--- src/rtl/mux8_rr_sched.sv ---
// mux8_rr_sched: round-robin burst scheduler driving an 8:1 mux select; MUX8_RR_SCHED_MASK_EN adds chan_mask
module mux8_rr_sched #(
  parameter int BURST_LEN = 1,
  parameter int CNT_W = 4
) (
  input  logic       clk,
  input  logic       rst,
  input  logic [7:0] req,
`ifdef MUX8_RR_SCHED_MASK_EN
  input  logic [7:0] chan_mask,
`endif
  input  logic       out_ready,
  output logic [2:0] sel,
  output logic       out_valid,
  output logic [7:0] grant,
  output logic       busy
);
  typedef enum logic {IDLE, SERVE} state_t;
  state_t state;
  logic [2:0] ptr, base, win, idx;
  logic [CNT_W-1:0] cnt;
  logic [7:0] elig;
  logic found, hs, cont;
  // eligible requests, handshake, burst continuation and grant pulse
  always_comb begin
`ifdef MUX8_RR_SCHED_MASK_EN
    elig = req & ~chan_mask;
`else
    elig = req;
`endif
    hs = out_valid && out_ready;
    cont = elig[sel] && (int'(cnt) + 1 < BURST_LEN);
    grant = hs ? 8'd1 << sel : 8'd0;
  end
  // first eligible channel scanning upward from the one after the last served
  always_comb begin
    base = (state == SERVE) ? sel : ptr;
    win = 3'd0;
    found = 1'b0;
    idx = 3'd0;
    for (int i = 1; i <= 8; i++) begin
      idx = base + 3'(i);
      if (!found && elig[idx]) begin
        win = idx;
        found = 1'b1;
      end
    end
  end
  // IDLE/SERVE sequencing; a presented transfer is held until accepted
  always_ff @(posedge clk or posedge rst) begin
    if (rst) begin
      state <= IDLE;
      sel <= 3'd0;
      out_valid <= 1'b0;
      busy <= 1'b0;
      ptr <= 3'd7;
      cnt <= '0;
    end else if (state == IDLE) begin
      if (found) begin
        state <= SERVE;
        sel <= win;
        out_valid <= 1'b1;
        cnt <= '0;
        busy <= 1'b0;
      end
    end else if (hs) begin
      if (cont) begin
        cnt <= cnt + 1'b1;
        busy <= 1'b1;
      end else begin
        ptr <= sel;
        cnt <= '0;
        busy <= 1'b0;
        sel <= found ? win : sel;
        out_valid <= found;
        state <= found ? SERVE : IDLE;
      end
    end
  end
endmodule

--- config.mk ---
export PLATFORM = sky130hd
export DESIGN_NAME = mux8_rr_sched
export DESIGN_NICKNAME = d
export VERILOG_FILES = /design/src/rtl/mux8_rr_sched.sv
export SDC_FILE = /design/constraint.sdc
export NUM_CORES = 1
export LEC_CHECK = 0
export ABC_CLOCK_PERIOD_IN_PS = 4700
export CORE_ASPECT_RATIO = 0.75
export CORE_UTILIZATION = 45
export CTS_CLUSTER_DIAMETER = 80
export CTS_CLUSTER_SIZE = 16
export DETAILED_ROUTE_END_ITERATION = 10
export PLACE_DENSITY = 0.79
export SLEW_MARGIN = 10
export SYNTH_ARGS = -nofsm -noshare
export SYNTH_HDL_FRONTEND = slang
export SYNTH_SLANG_ARGS = --single-unit
--- constraint.sdc ---
create_clock -name clk -period 4.7 [get_ports clk]
set_clock_uncertainty 0.1 [all_clocks]
set_input_delay 0.705 -clock clk [delete_from_list [all_inputs] [get_ports clk]]
set_output_delay 0.705 -clock clk [all_outputs]
set_load 0.005 [all_outputs]
# Word level (Yosys, flattened, before mapping)
# Cells that the tools add are included.
# classes
mux	56
n_div	0
reduce_logical	21
n_shift	1
n_addsub	9
n_mul	0
order_cmp	10
eq_ne	2
bitwise_logic	1
# op_table
operator	n
3-bit two-way mux	13
3-bit by 4-bit < comparator with 1-bit output (second input constant)	9
1-bit two-way mux	29
1-bit binary-select mux with 3-bit select	9
4-bit two-way mux	4
3-bit adder (second input constant)	4
1-bit logical AND	9
8-bit two-way mux	1
1-bit by 3-bit left shift with 8-bit output (first input constant)	1
1-bit zero test	7
3-bit by 2-bit adder with 3-bit output (second input constant)	2
3-bit AND reduction	2
4-bit by 1-bit adder with 5-bit output (second input constant)	1
5-bit by 1-bit < comparator with 1-bit output (second input constant)	1
4-bit by 1-bit adder with 4-bit output (second input constant)	1
2-bit AND reduction	2
3-bit by 1-bit adder with 3-bit output (second input constant)	1
2-bit by 1-bit inequality test with 1-bit output (second input constant)	1
2-bit inequality test (second input constant)	1
2-bit nonzero test	1
1-bit inverter	1
# word_totals
latchBits	0
mem_count	0
rom_bits	0
reg_bits	13
mem_bits_rw	0
out_inout_bits	13
wordCells	106

# Logic depth before layout (Yosys ltp)
# Gate-level depths: netlist of the first run.
# logic_depth
depth_word	30
mapped_depth	11
mapped_depth_nobuf	9

# Worst setup path before layout of the first run
# OpenSTA, ideal clock, no wires.
# synth_path
path_type	reg-to-reg
start	reg sel[1]
end	reg sel[1]
required_time_ps	4473
path_slack_ps	1221
stages_incl_launch_ff	11
period_less_slack_ps	3479
setup_ps	127
arrival_time_ps	3252
cell_sequence	dfrtp_1 > buf_4 > mux2i_1 > clkinv_1 > ha_1 > xnor2_1 > mux4_2 > or3_4 > o31a_4 > mux2i_1 > o31ai_1
# synth_via
elab_chain_len	30
elab_cells_between_ends	63
cone_classes	7 x add/sub; 1 x eq/ne; 39 x mux; 16 x reduce/logical
# synth_rtl
item	line_no	source
from (decl)	13	output logic [2:0] sel,
from (signal assigned)	61	sel <= win;
from (signal assigned)	74	sel <= found ? win : sel;
3-bit two-way mux	37	base = (state == SERVE) ? sel : ptr;
3-bit by 1-bit adder with 3-bit output	42	idx = base + 3'(i);
1-bit binary-select mux with 3-bit select	43	if (!found && elig[idx]) begin
1-bit two-way mux (implied by the code)	43	
1-bit two-way mux	43	
1-bit zero test	43	
1-bit logical AND	43	
1-bit two-way mux	43	
(+14 left out)	n/a	
1-bit two-way mux	43	
1-bit zero test	43	
1-bit logical AND	43	
3-bit two-way mux or 1-bit two-way mux (tied branches)	43	
3-bit two-way mux	59, 74	
3-bit two-way mux	67	if (cont) begin
3-bit two-way mux	66	end else if (hs) begin
3-bit two-way mux	58	end else if (state == IDLE) begin
# Parallel ways exist; a longest one is shown, timed or not. The select of a mux whose other input is x is not followed.
# A chain may end at the register's enable or synchronous reset.

# Final worst setup path of the first run
# layout_path
start	reg state
end	reg sel[2]
# layout_via
elab_chain_len	30
elab_cells_between_ends	61
cone_classes	7 x add/sub; 2 x eq/ne; 37 x mux; 15 x reduce/logical
# layout_rtl
item	line_no	source
from (decl)	19	state_t state;
from (signal assigned)	76	state <= found ? SERVE : IDLE;
3-bit two-way mux	37	
3-bit by 1-bit adder with 3-bit output	42	
1-bit binary-select mux with 3-bit select	43	
1-bit two-way mux (implied by the code)	43	
1-bit two-way mux	43	
1-bit zero test	43	
1-bit logical AND	43	
1-bit two-way mux	43	
(+14 left out)	n/a	
1-bit two-way mux	43	
1-bit zero test	43	
1-bit logical AND	43	
3-bit two-way mux or 1-bit two-way mux (tied branches)	43	
3-bit two-way mux	59, 74	
3-bit two-way mux	67	
3-bit two-way mux	66	
3-bit two-way mux	58	
# Parallel ways exist; a longest one is shown, timed or not. The select of a mux whose other input is x is not followed.

==> parameters.txt, run 1 <==
Parameter                              Value

Route
  # DRC    0
  Antenna Violating Nets Remaining    0
  Total number of vias    1543
  Average wire length per cell after detail routing    17.6 um
  Drt first-iter violations    157
  Post-detailed-route via-to-cell ratio    6.17
  Total length of routed wires    4390 um
  Number of iterations in the first detailed-routing pass    4

Critical path
  Slowest cell on the critical path    sky130_fd_sc_hd__mux4_2
  Crit path DAT    3.83 ns
  Kind of critical path    flip-flop to flip-flop
  Number of buffers and inverters on the critical path    3
  Crit path max fanout    12
  Cell breakdown of the critical path    mux2i_1 -> buf_4 -> clkinv_1 -> ha_1 -> xnor2_1 -> buf_4 -> mux4_2 -> or3_4 -> o31a_4 -> a221oi_2
  Cell class contributing the biggest share of worst-path delay    multiplexers
  Slowest stage delay, CP    0.59 ns
  Data required time at the worst endpoint    4.75 ns
  Library cell appearing most often on the critical path    sky130_fd_sc_hd__buf_4
  Startpoint kind of the worst setup timing path    flip-flop
  Nature of the critical path endpoint    flip-flop

Pwr
  Clock network fraction of design power    6.6%
  Ratio of total power to cell area    729 mW/mm^2
  Internal power consumption    769 uW
  Leakage power total    0.000790 uW
  Peak supply drop    0.453 mV
  Power share of the combinational group    79.6%
  Sequential fraction of design power    13.8%
  Switching Fraction    48.4%
  NetSw    723 uW

Timing
  Setup TNS    0 ns
  Slew of the pin with the lowest slew margin    0.590 ns
  Final count of pins violating max slew    0
  Setup violation total in the final timing report    0
  Final hold violation count    0
  Worst-case headroom to the max-slew limit    60.7%
  Max Clk Rate    264 MHz
  Setup repair after global routing missed its margin    no
  Crit share post-route    80.6%
  Final period demand of the worst path    3.79 ns

Synthesis
  Sequential share of the synthesized area    18.8%
  FF+latch count, synth    13
  Syn Inst Count    174
  Combined area of all synthesized cells    0.00175 mm^2
  Syn Nets    188
  Average instance area after synthesis    10.1 um^2
  Async set or reset register ratio after synthesis    100%
  Most used standard cells in the synthesized netlist    14 x sky130_fd_sc_hd__mux2_2, 14 x sky130_fd_sc_hd__nor2_1, 12 x sky130_fd_sc_hd__nand2_1, 11 x sky130_fd_sc_hd__mux2i_1, 11 x sky130_fd_sc_hd__mux4_2
  Synth Flop Type    sky130_fd_sc_hd__dfrtp_1
  Top post-synthesis cells by area    sky130_fd_sc_hd__dfrtp_1 14%, sky130_fd_sc_hd__mux4_2 14%, sky130_fd_sc_hd__mux2_2 9.0%
  Share of the synthesized area in the top cell type    14.3%
  Synth Warn #    0
  Area leader, netlist    sky130_fd_sc_hd__dfrtp_1
  Count of flip-flops with a built-in enable after synthesis    0
  Number of distinct library cells after synthesis    52

Final layout
  Layout Cell Area excl Fill    0.00205 mm^2
  Antenna diode count    0
  Storage cell area    329 um^2
  Synthesis-to-layout area growth    16.9%
  Utilization after layout    55.6%
  Final nets    213
  Proportion of layout cells with a drive suffix above 1    22.7%
  Filler cell count in the final layout    330
  Cell Count, Final, Fillers Out    250
  Area occupied by multi-input gates    0.00132 mm^2

Clock network
  Clock transition at the registers of the reported paths    0.06 ns
  Clk sinks    13
  Hold bufs inserted after CTS    0
  Clock Root Buffer    sky130_fd_sc_hd__clkbuf_8
  Number of post-CTS setup repair buffers    0
  Clock buffer depth    2
  Number of CTS-inserted buffers    3
  Clock latency on the worst-skew pair    0.24 ns
  Post-CTS Resized    0
  Maximum level of the CTS H-tree    1
  TritonCTS clock tree    built

Floorplan
  Core Area    0.00368 mm^2
  Area enclosed by the die boundary    0.00415 mm^2
  Row Count    19
  Initial core utilization    47.5%
  Horizontal die dimension    74.0 um
  I/O pin count    24
  Height of the die    56.0 um

Run
  Number of maximum-capacitance violations    0

Global routing
  Number of antenna violations at the first check in global routing    0
  Met3 layer usage reported by global route    4.53%
  Met2 routing resource usage after global routing    34.9%
  Pin count of the biggest net entering global routing    14
  Wire length of the first global-routing pass    7440 um
  Layer with the highest usage    met1
  Vias in the first global route    1500
  Global routing usage summed across all routing layers    23.5%
  Met1 Resource Use GR    35.6%
  Overflow left after global routing    0

Placed design
  Global placer's final weighted congestion    0.899
  Total cell area at the placement stage    0.00200 mm^2
  I/O Buffers    23
  # placed instances    246
  Half-perimeter wire length after detailed placement    3280 um

Min path
  Class of the most critical hold timing path    flip-flop to flip-flop

Outcome
  Run status    complete, no violations
[power groups by stage]
| stage | Sequential (uW) | Combinational [uW] | Clock [uW] |
|---|---|---|---|
| after floorplan | 179 | 947 | 0 |
| after global placement | 206 | 1150 | 0 |
| after detailed placement | 209 | 1170 | 0 |
| after CTS | 207 | 1180 | 102 |
| after global routing | 216 | 1290 | 105 |
| final | 206 | 1190 | 99.2 |
[sequential cells by signal, indices dropped and copies added, names as in the netlist]
name,flops
out_valid,1
sel,3
state,1
cnt,4
busy,1
ptr,3
[metal layers]
metal  vias to the layer above  share of wire (%)
li1                        741                  -
met1                       706                 45
met2                        94                 45
met3                         2                 10
met4                         0               0.32
met5                         -                  0
[cells by family after synthesis]
family,synth area share (%)
adders and majority gates,2.14
xor gates and xnor gates,1.43
and+or+nand+nor,19.4
muxes,36.7
DFF,18.8
AOI/OAI and AO/OA,15.6
buffers and inverters,5.93
[final timing paths]
path                            startpoint  endpoint  slack (ns)  depth (start not counted)
worst max-delay path                 state    sel[2]        0.91                         10
worst min-delay path                cnt[3]    cnt[3]        0.40                          1
worst max register to register       state    sel[2]        0.91                         10
worst min register to register      cnt[3]    cnt[3]        0.40                          1
max in group asynchronous              rst    ptr[1]        3.45                          2
min in group asynchronous              rst      busy        0.68                          2
[layout by cell type (no fill, tap or decap), types with 3 or more instances in the layout]
cell / n
sky130_fd_sc_hd__nor2_1: 14
sky130_fd_sc_hd__mux2_2: 14
sky130_fd_sc_hd__dfstp_2: 3
sky130_fd_sc_hd__a211oi_1: 3
sky130_fd_sc_hd__buf_4: 4
sky130_fd_sc_hd__nand2_1: 12
sky130_fd_sc_hd__nor3_1: 5
sky130_fd_sc_hd__nand2b_1: 3
sky130_fd_sc_hd__mux4_1: 3
sky130_fd_sc_hd__a21oi_1: 6
sky130_fd_sc_hd__nand3_1: 8
sky130_fd_sc_hd__ha_1: 3
sky130_fd_sc_hd__clkdlybuf4s50_1: 23
sky130_fd_sc_hd__clkbuf_8: 3
sky130_fd_sc_hd__mux2i_1: 11
sky130_fd_sc_hd__o21ai_0: 7
sky130_fd_sc_hd__and2_1: 6
sky130_fd_sc_hd__inv_1: 6
sky130_fd_sc_hd__and3_1: 3
sky130_fd_sc_hd__dfrtp_1: 10
sky130_fd_sc_hd__mux4_2: 11
[area by class of cell]
class                           count  share of cell area (%)
Timing Repair Buffer               27                    12.7
Sequential cell                    13                    16.1
Multi-Input combinational cell    146                    64.4
Clock buffer                        4                    2.20
Inverter                            8                    1.47
Tap cell                           52                    3.18
[stage by stage]
stage	hold WS, ns	setup WS (ns)	power (uW)
2_1_floorplan	0.354	1.22	1130
3_3_place_gp	0.375	1.05	1360
6_report	0.397	0.914	1490
3_5_place_dp	0.387	0.964	1380
4_1_cts	0.403	0.941	1490
5_1_grt	0.426	0.641	1610
Note: power is estimated with default switching activity, not from simulation.
==> inputs of run 2 (changes only) <==
ABC_CLOCK_PERIOD_IN_PS = 3400   (was 4700)
PLACE_DENSITY = 0.81   (was 0.79)
clock period = 3.4 ns   (was 4.7 ns; I/O delays follow)
==> run 2 against run 1 <==
Compared with the run above:
- combinational power rose by 56%
- final cell count rose by 4.0%
- core utilization grew 3.1 points
- power is 52% higher
- sequential power up 30%
- worst setup slack worse by 0.80 ns
- non-clock buffer count rose by 10
- critical path depth unchanged
- critical path type unchanged
- largest cell class unchanged
==> parameters.txt, run 2 (same netlist as run 1, synthesis figures left out) <==
Parameter                              Value

Pwr
  Ratio of total power to cell area    1050 mW/mm^2
  Leakage power total    0.000841 uW
  Peak supply drop    0.441 mV

Route
  Number of iterations in the first detailed-routing pass    5
  # DRC    0
  Average wire length per cell after detail routing    18.3 um
  Post-detailed-route via-to-cell ratio    6.39
  Total length of routed wires    4760 um
  Antenna Violating Nets Remaining    0
  Drt first-iter violations    165
  Total number of vias    1662

Timing
  Final hold violation count    0
  Setup repair after global routing missed its margin    no
  Crit share post-route    96.8%
  Slew of the pin with the lowest slew margin    0.466 ns
  Setup TNS    0 ns
  Max Clk Rate    304 MHz
  Final count of pins violating max slew    0
  Setup violation total in the final timing report    0
  Worst-case headroom to the max-slew limit    68.0%
  Final period demand of the worst path    3.29 ns

Placed design
  Global placer's final weighted congestion    1.00
  Half-perimeter wire length after detailed placement    3650 um
  Total cell area at the placement stage    0.00208 mm^2
  I/O Buffers    23

Final layout
  Most common cell after layout, fill and taps aside    sky130_fd_sc_hd__clkdlybuf4s50_1
  Synthesis-to-layout area growth    23.4%
  Leading cell types in the layout, fill and taps excluded    23 x sky130_fd_sc_hd__clkdlybuf4s50_1, 14 x sky130_fd_sc_hd__nor2_1, 14 x sky130_fd_sc_hd__mux2_2, 14 x sky130_fd_sc_hd__buf_4, 12 x sky130_fd_sc_hd__nand2_1
  Filler cell count in the final layout    329
  Proportion of layout cells with a drive suffix above 1    29.3%
  Antenna diode count    0
  Register with the most flip-flops    cnt
  Final nets    223
  Number of flip-flops under the largest register name    4
  Layout Cell Area excl Fill    0.00216 mm^2
  Largest regs    cnt (4), ptr (3), sel (3)

Critical path
  Data required time at the worst endpoint    3.43 ns
  Crit Reg-Reg Startpoint    state
  Worst reg2reg path depth    10
  Library cell appearing most often on the critical path    sky130_fd_sc_hd__buf_4
  Crit path DAT    3.32 ns
  Kind of critical path    flip-flop to flip-flop
  Crit path max fanout    12
  Cell breakdown of the critical path    buf_4 -> mux2i_4 -> inv_2 -> buf_4 -> mux4_1 -> mux2_2 -> or3_4 -> o31a_4 -> mux2i_1 -> o31ai_1
  Endpoint of the worst-slack reg-to-reg timing path    sel[1]
  R2R Setup Slk    0.11 ns
  Slowest cell on the critical path    sky130_fd_sc_hd__mux4_1
  Startpoint kind of the worst setup timing path    flip-flop
  Slowest stage delay, CP    0.66 ns
  Nature of the critical path endpoint    flip-flop

Min path
  Hold path depth    1
  HP Start    cnt[3]
  Hold Path Sink    cnt[3]
  Class of the most critical hold timing path    flip-flop to flip-flop

Floorplan
  Core Area    0.00368 mm^2
  Horizontal die dimension    74.0 um
  Height of the die    56.0 um
  Area enclosed by the die boundary    0.00415 mm^2
  I/O pin count    24
  Initial core utilization    47.5%
  Row Count    19

Clock network
  Clock latency on the worst-skew pair    0.24 ns
  TritonCTS clock tree    built
  Clock buffer depth    2
  Clock Root Buffer    sky130_fd_sc_hd__clkbuf_8
  Clock transition at the registers of the reported paths    0.06 ns
  Number of post-CTS setup repair buffers    0
  Maximum level of the CTS H-tree    1
  Number of CTS-inserted buffers    3
  Clk sinks    13

Global routing
  Overflow left after global routing    0
  Wire length of the first global-routing pass    7560 um
  Global routing usage summed across all routing layers    24.3%
  Pin count of the biggest net entering global routing    14
  Number of antenna violations at the first check in global routing    0
  Vias in the first global route    1502

Outcome
  Run status    complete, no violations

Run
  Number of maximum-capacitance violations    0
==> run 2: metal layers <==
layer | track usage (%) | vias up | wire, um
met4 | 4.12 | 0 | 40
met3 | 7.61 | 11 | 493
li1 | - | 758 | -
met2 | 36.2 | 89 | 2190
met5 | 0 | - | 0
met1 | 34.8 | 804 | 2030
==> run 2: area by class of cell <==
type | instances | area (um^2) | share of cell area [%]
repair buffers | 37 | 335 | 15.5
flip-flops and latches | 13 | 330 | 15.3
multi-input cells | 146 | 1360 | 62.7
inverters | 8 | 30.0 | 1.39
well taps | 52 | 65.1 | 3.01
clock buffers | 4 | 45.0 | 2.08
==> run 2: worst max path at each step <==
stage / from / end / slack (ns) / cells after the start
final: state / sel[1] / 0.11 / 10
after global routing: state / sel[1] / 0.03 / 9
after detailed placement: state / sel[1] / 0.10 / 9
after floorplan: sel[1] / sel[1] / 0.05 / 10
after CTS: state / sel[1] / 0.09 / 9
after global placement: state / sel[2] / 0.16 / 10
==> run 2: per-stage QoR <==
| step | setup WS, ns | std cells | hold slack, ns | utilization (%) | power, uW |
|---|---|---|---|---|---|
| 3_3_place_gp | 0.164 | 256 | 0.377 | 56.6 | 2000 |
| 5_1_grt | 0.0280 | 260 | 0.422 | 58.6 | 2400 |
| 2_1_floorplan | 0.0469 | 174 | 0.285 | - | 1570 |
| 6_report | 0.109 | 260 | 0.384 | 58.6 | 2270 |
| 3_5_place_dp | 0.104 | 256 | 0.379 | 56.6 | 2050 |
| 4_1_cts | 0.0883 | 260 | 0.392 | 57.8 | 2190 |
==> run 2: critical path: cells and delay by family (launching register included) <==
family / cells / cell delay (ns)
compound gates: 2 / 0.40
simple gates: 1 / 0.38
buf+inv: 3 / 0.46
mux: 4 / 1.37
flops: 1 / 0.46
==> run 2: what timing repair did <==
| action | CTS | global route |
|---|---|---|
| endpoints found under the setup margin | 0 | 9 |
| hold buffers | 0 | 0 |
| gates resized for setup | 0 | 6 |
==> run 2: power by group <==
group / switching [uW] / internal (uW)
clock: 52.9 / 82.6
sequential: 55.3 / 211
combinational: 986 / 877
==> inputs of run 3 (changes only) <==
MAX_ROUTING_LAYER = met4   (was not set)
==> run 3 against run 2 <==
Compared with the run above:
- die area unchanged
- critical path type unchanged
- design area unchanged
- sequential power about the same
- non-clock buffer count unchanged
==> parameters.txt, run 3 (same netlist as run 1, synthesis figures left out) <==
Parameter                              Value

Route
  Total number of vias    1658
  Antenna Violating Nets Remaining    0
  Total length of routed wires    4790 um
  # DRC    0
  Post-detailed-route via-to-cell ratio    6.38
  Average wire length per cell after detail routing    18.4 um
  Number of iterations in the first detailed-routing pass    4
  Drt first-iter violations    166

Timing
  Setup repair after global routing missed its margin    no
  Crit share post-route    96.9%
  Final period demand of the worst path    3.30 ns
  Final hold violation count    0
  Final count of pins violating max slew    0
  Setup TNS    0 ns
  Max Clk Rate    303 MHz
  Slew of the pin with the lowest slew margin    0.472 ns
  Setup violation total in the final timing report    0
  Worst-case headroom to the max-slew limit    67.6%

Pwr
  Leakage power total    0.000841 uW
  Clock network fraction of design power    6.0%
  Peak supply drop    0.437 mV
  Sequential fraction of design power    11.8%
  Ratio of total power to cell area    1050 mW/mm^2
  Internal power consumption    1170 uW
  Power share of the combinational group    82.2%
  NetSw    1090 uW
  Switching Fraction    48.3%

Critical path
  Kind of critical path    flip-flop to flip-flop
  Crit path max fanout    12
  Data required time at the worst endpoint    3.43 ns
  Startpoint kind of the worst setup timing path    flip-flop
  Crit path DAT    3.32 ns
  Nature of the critical path endpoint    flip-flop

Global routing
  Met3 layer usage reported by global route    7.61%
  Pin count of the biggest net entering global routing    14
  Layer with the highest usage    met2
  Vias in the first global route    1502
  Met2 routing resource usage after global routing    36.0%
  Overflow left after global routing    0
  Met1 Resource Use GR    35.2%
  Global routing usage summed across all routing layers    25.0%
  Number of antenna violations at the first check in global routing    0
  Wire length of the first global-routing pass    7550 um

Clock network
  Clock latency on the worst-skew pair    0.24 ns
  Clock buffer depth    2
  Hold bufs inserted after CTS    0
  Number of post-CTS setup repair buffers    0
  Maximum level of the CTS H-tree    1
  Number of CTS-inserted buffers    3
  Clk sinks    13
  TritonCTS clock tree    built
  Clock Root Buffer    sky130_fd_sc_hd__clkbuf_8
  Clock transition at the registers of the reported paths    0.06 ns

Final layout
  Leading cell types in the layout, fill and taps excluded    23 x sky130_fd_sc_hd__clkdlybuf4s50_1, 14 x sky130_fd_sc_hd__nor2_1, 14 x sky130_fd_sc_hd__mux2_2, 14 x sky130_fd_sc_hd__buf_4, 12 x sky130_fd_sc_hd__nand2_1
  Synthesis-to-layout area growth    23.4%
  Antenna diode count    0
  Final nets    223
  Largest regs    cnt (4), ptr (3), sel (3)
  Utilization after layout    58.6%
  Proportion of layout cells with a drive suffix above 1    29.3%
  Number of flip-flops under the largest register name    4
  Register with the most flip-flops    cnt
  Most common cell after layout, fill and taps aside    sky130_fd_sc_hd__clkdlybuf4s50_1

Run
  Number of maximum-capacitance violations    0

Floorplan
  Initial core utilization    47.5%
  Area enclosed by the die boundary    0.00415 mm^2
  Height of the die    56.0 um
  Core Area    0.00368 mm^2
  Row Count    19
  I/O pin count    24
  Horizontal die dimension    74.0 um

Placed design
  I/O Buffers    23
  Half-perimeter wire length after detailed placement    3650 um
  Global placer's final weighted congestion    1.02

Min path
  Class of the most critical hold timing path    flip-flop to flip-flop

Outcome
  Run status    complete, no violations
==> run 3: cell counts in the layout (fill, tap and decap cells not counted) <==
No cell type changed its count.
==> run 3: critical path: stages (launching register included) <==
cell and delay (ns):
sky130_fd_sc_hd__dfrtp_2 0.46, sky130_fd_sc_hd__buf_4 0.18, sky130_fd_sc_hd__mux2i_4 0.20, sky130_fd_sc_hd__inv_2 0.07, sky130_fd_sc_hd__buf_4 0.22, sky130_fd_sc_hd__mux4_1 0.66
sky130_fd_sc_hd__mux2_2 0.36, sky130_fd_sc_hd__or3_4 0.38, sky130_fd_sc_hd__o31a_4 0.33, sky130_fd_sc_hd__mux2i_1 0.15, sky130_fd_sc_hd__o31ai_1 0.08
==> run 3: metrics by stage <==
stage          std cells  area (um^2)  setup WS [ns]  hold slack [ns]  power, uW
3_5_place_dp         256         2080          0.104            0.379       2050
2_1_floorplan        174         1760         0.0469            0.285       1570
3_3_place_gp         256         2080          0.164            0.377       2000
4_1_cts              260         2130         0.0883            0.392       2190
6_report             260         2160          0.104            0.384       2260
5_1_grt              260         2160         0.0280            0.422       2400
==> run 3: path summary, 6_finish.rpt <==
check,start,endpoint,slack (ns),cells after the start
min reg2reg,cnt[3],cnt[3],0.38,1
max,state,sel[1],0.10,10
max in group asynchronous,rst,state,2.35,2
min in group asynchronous,rst,busy,0.49,2
min,cnt[3],cnt[3],0.38,1
max reg2reg,state,sel[1],0.10,10
==> run 3: power groups by stage <==
stage               combinational [uW]  clock, uW  sequential, uW
floorplan                         1320          0             247
global placement                  1740          0             261
detailed placement                1790          0             262
CTS                               1790        139             260
global route                      1980        143             273
finish                            1860        136             266
==> run 3: routing by layer <==
layer	routed length, um	share of wire (%)	up-vias
met4	27	0.56	0
met2	2170	45	90
li1	-	-	757
met3	438	9.1	7
met1	2150	45	804
met5	0	0	-
==> run 3: area by class of cell <==
| type | instances | area (um^2) |
|---|---|---|
| Tap cell | 52 | 65.1 |
| Multi-Input combinational cell | 146 | 1360 |
| Inverter | 8 | 30.0 |
| Fill cell | 329 | 1520 |
| Timing Repair Buffer | 37 | 335 |
| Sequential cell | 13 | 330 |
| Clock buffer | 4 | 45.0 |
==> run 3: what timing repair did <==
action                                  in CTS  in global routing
endpoints found under the setup margin       0                  9
resized for setup                            0                  6
hold endpoints to repair                     0                  0
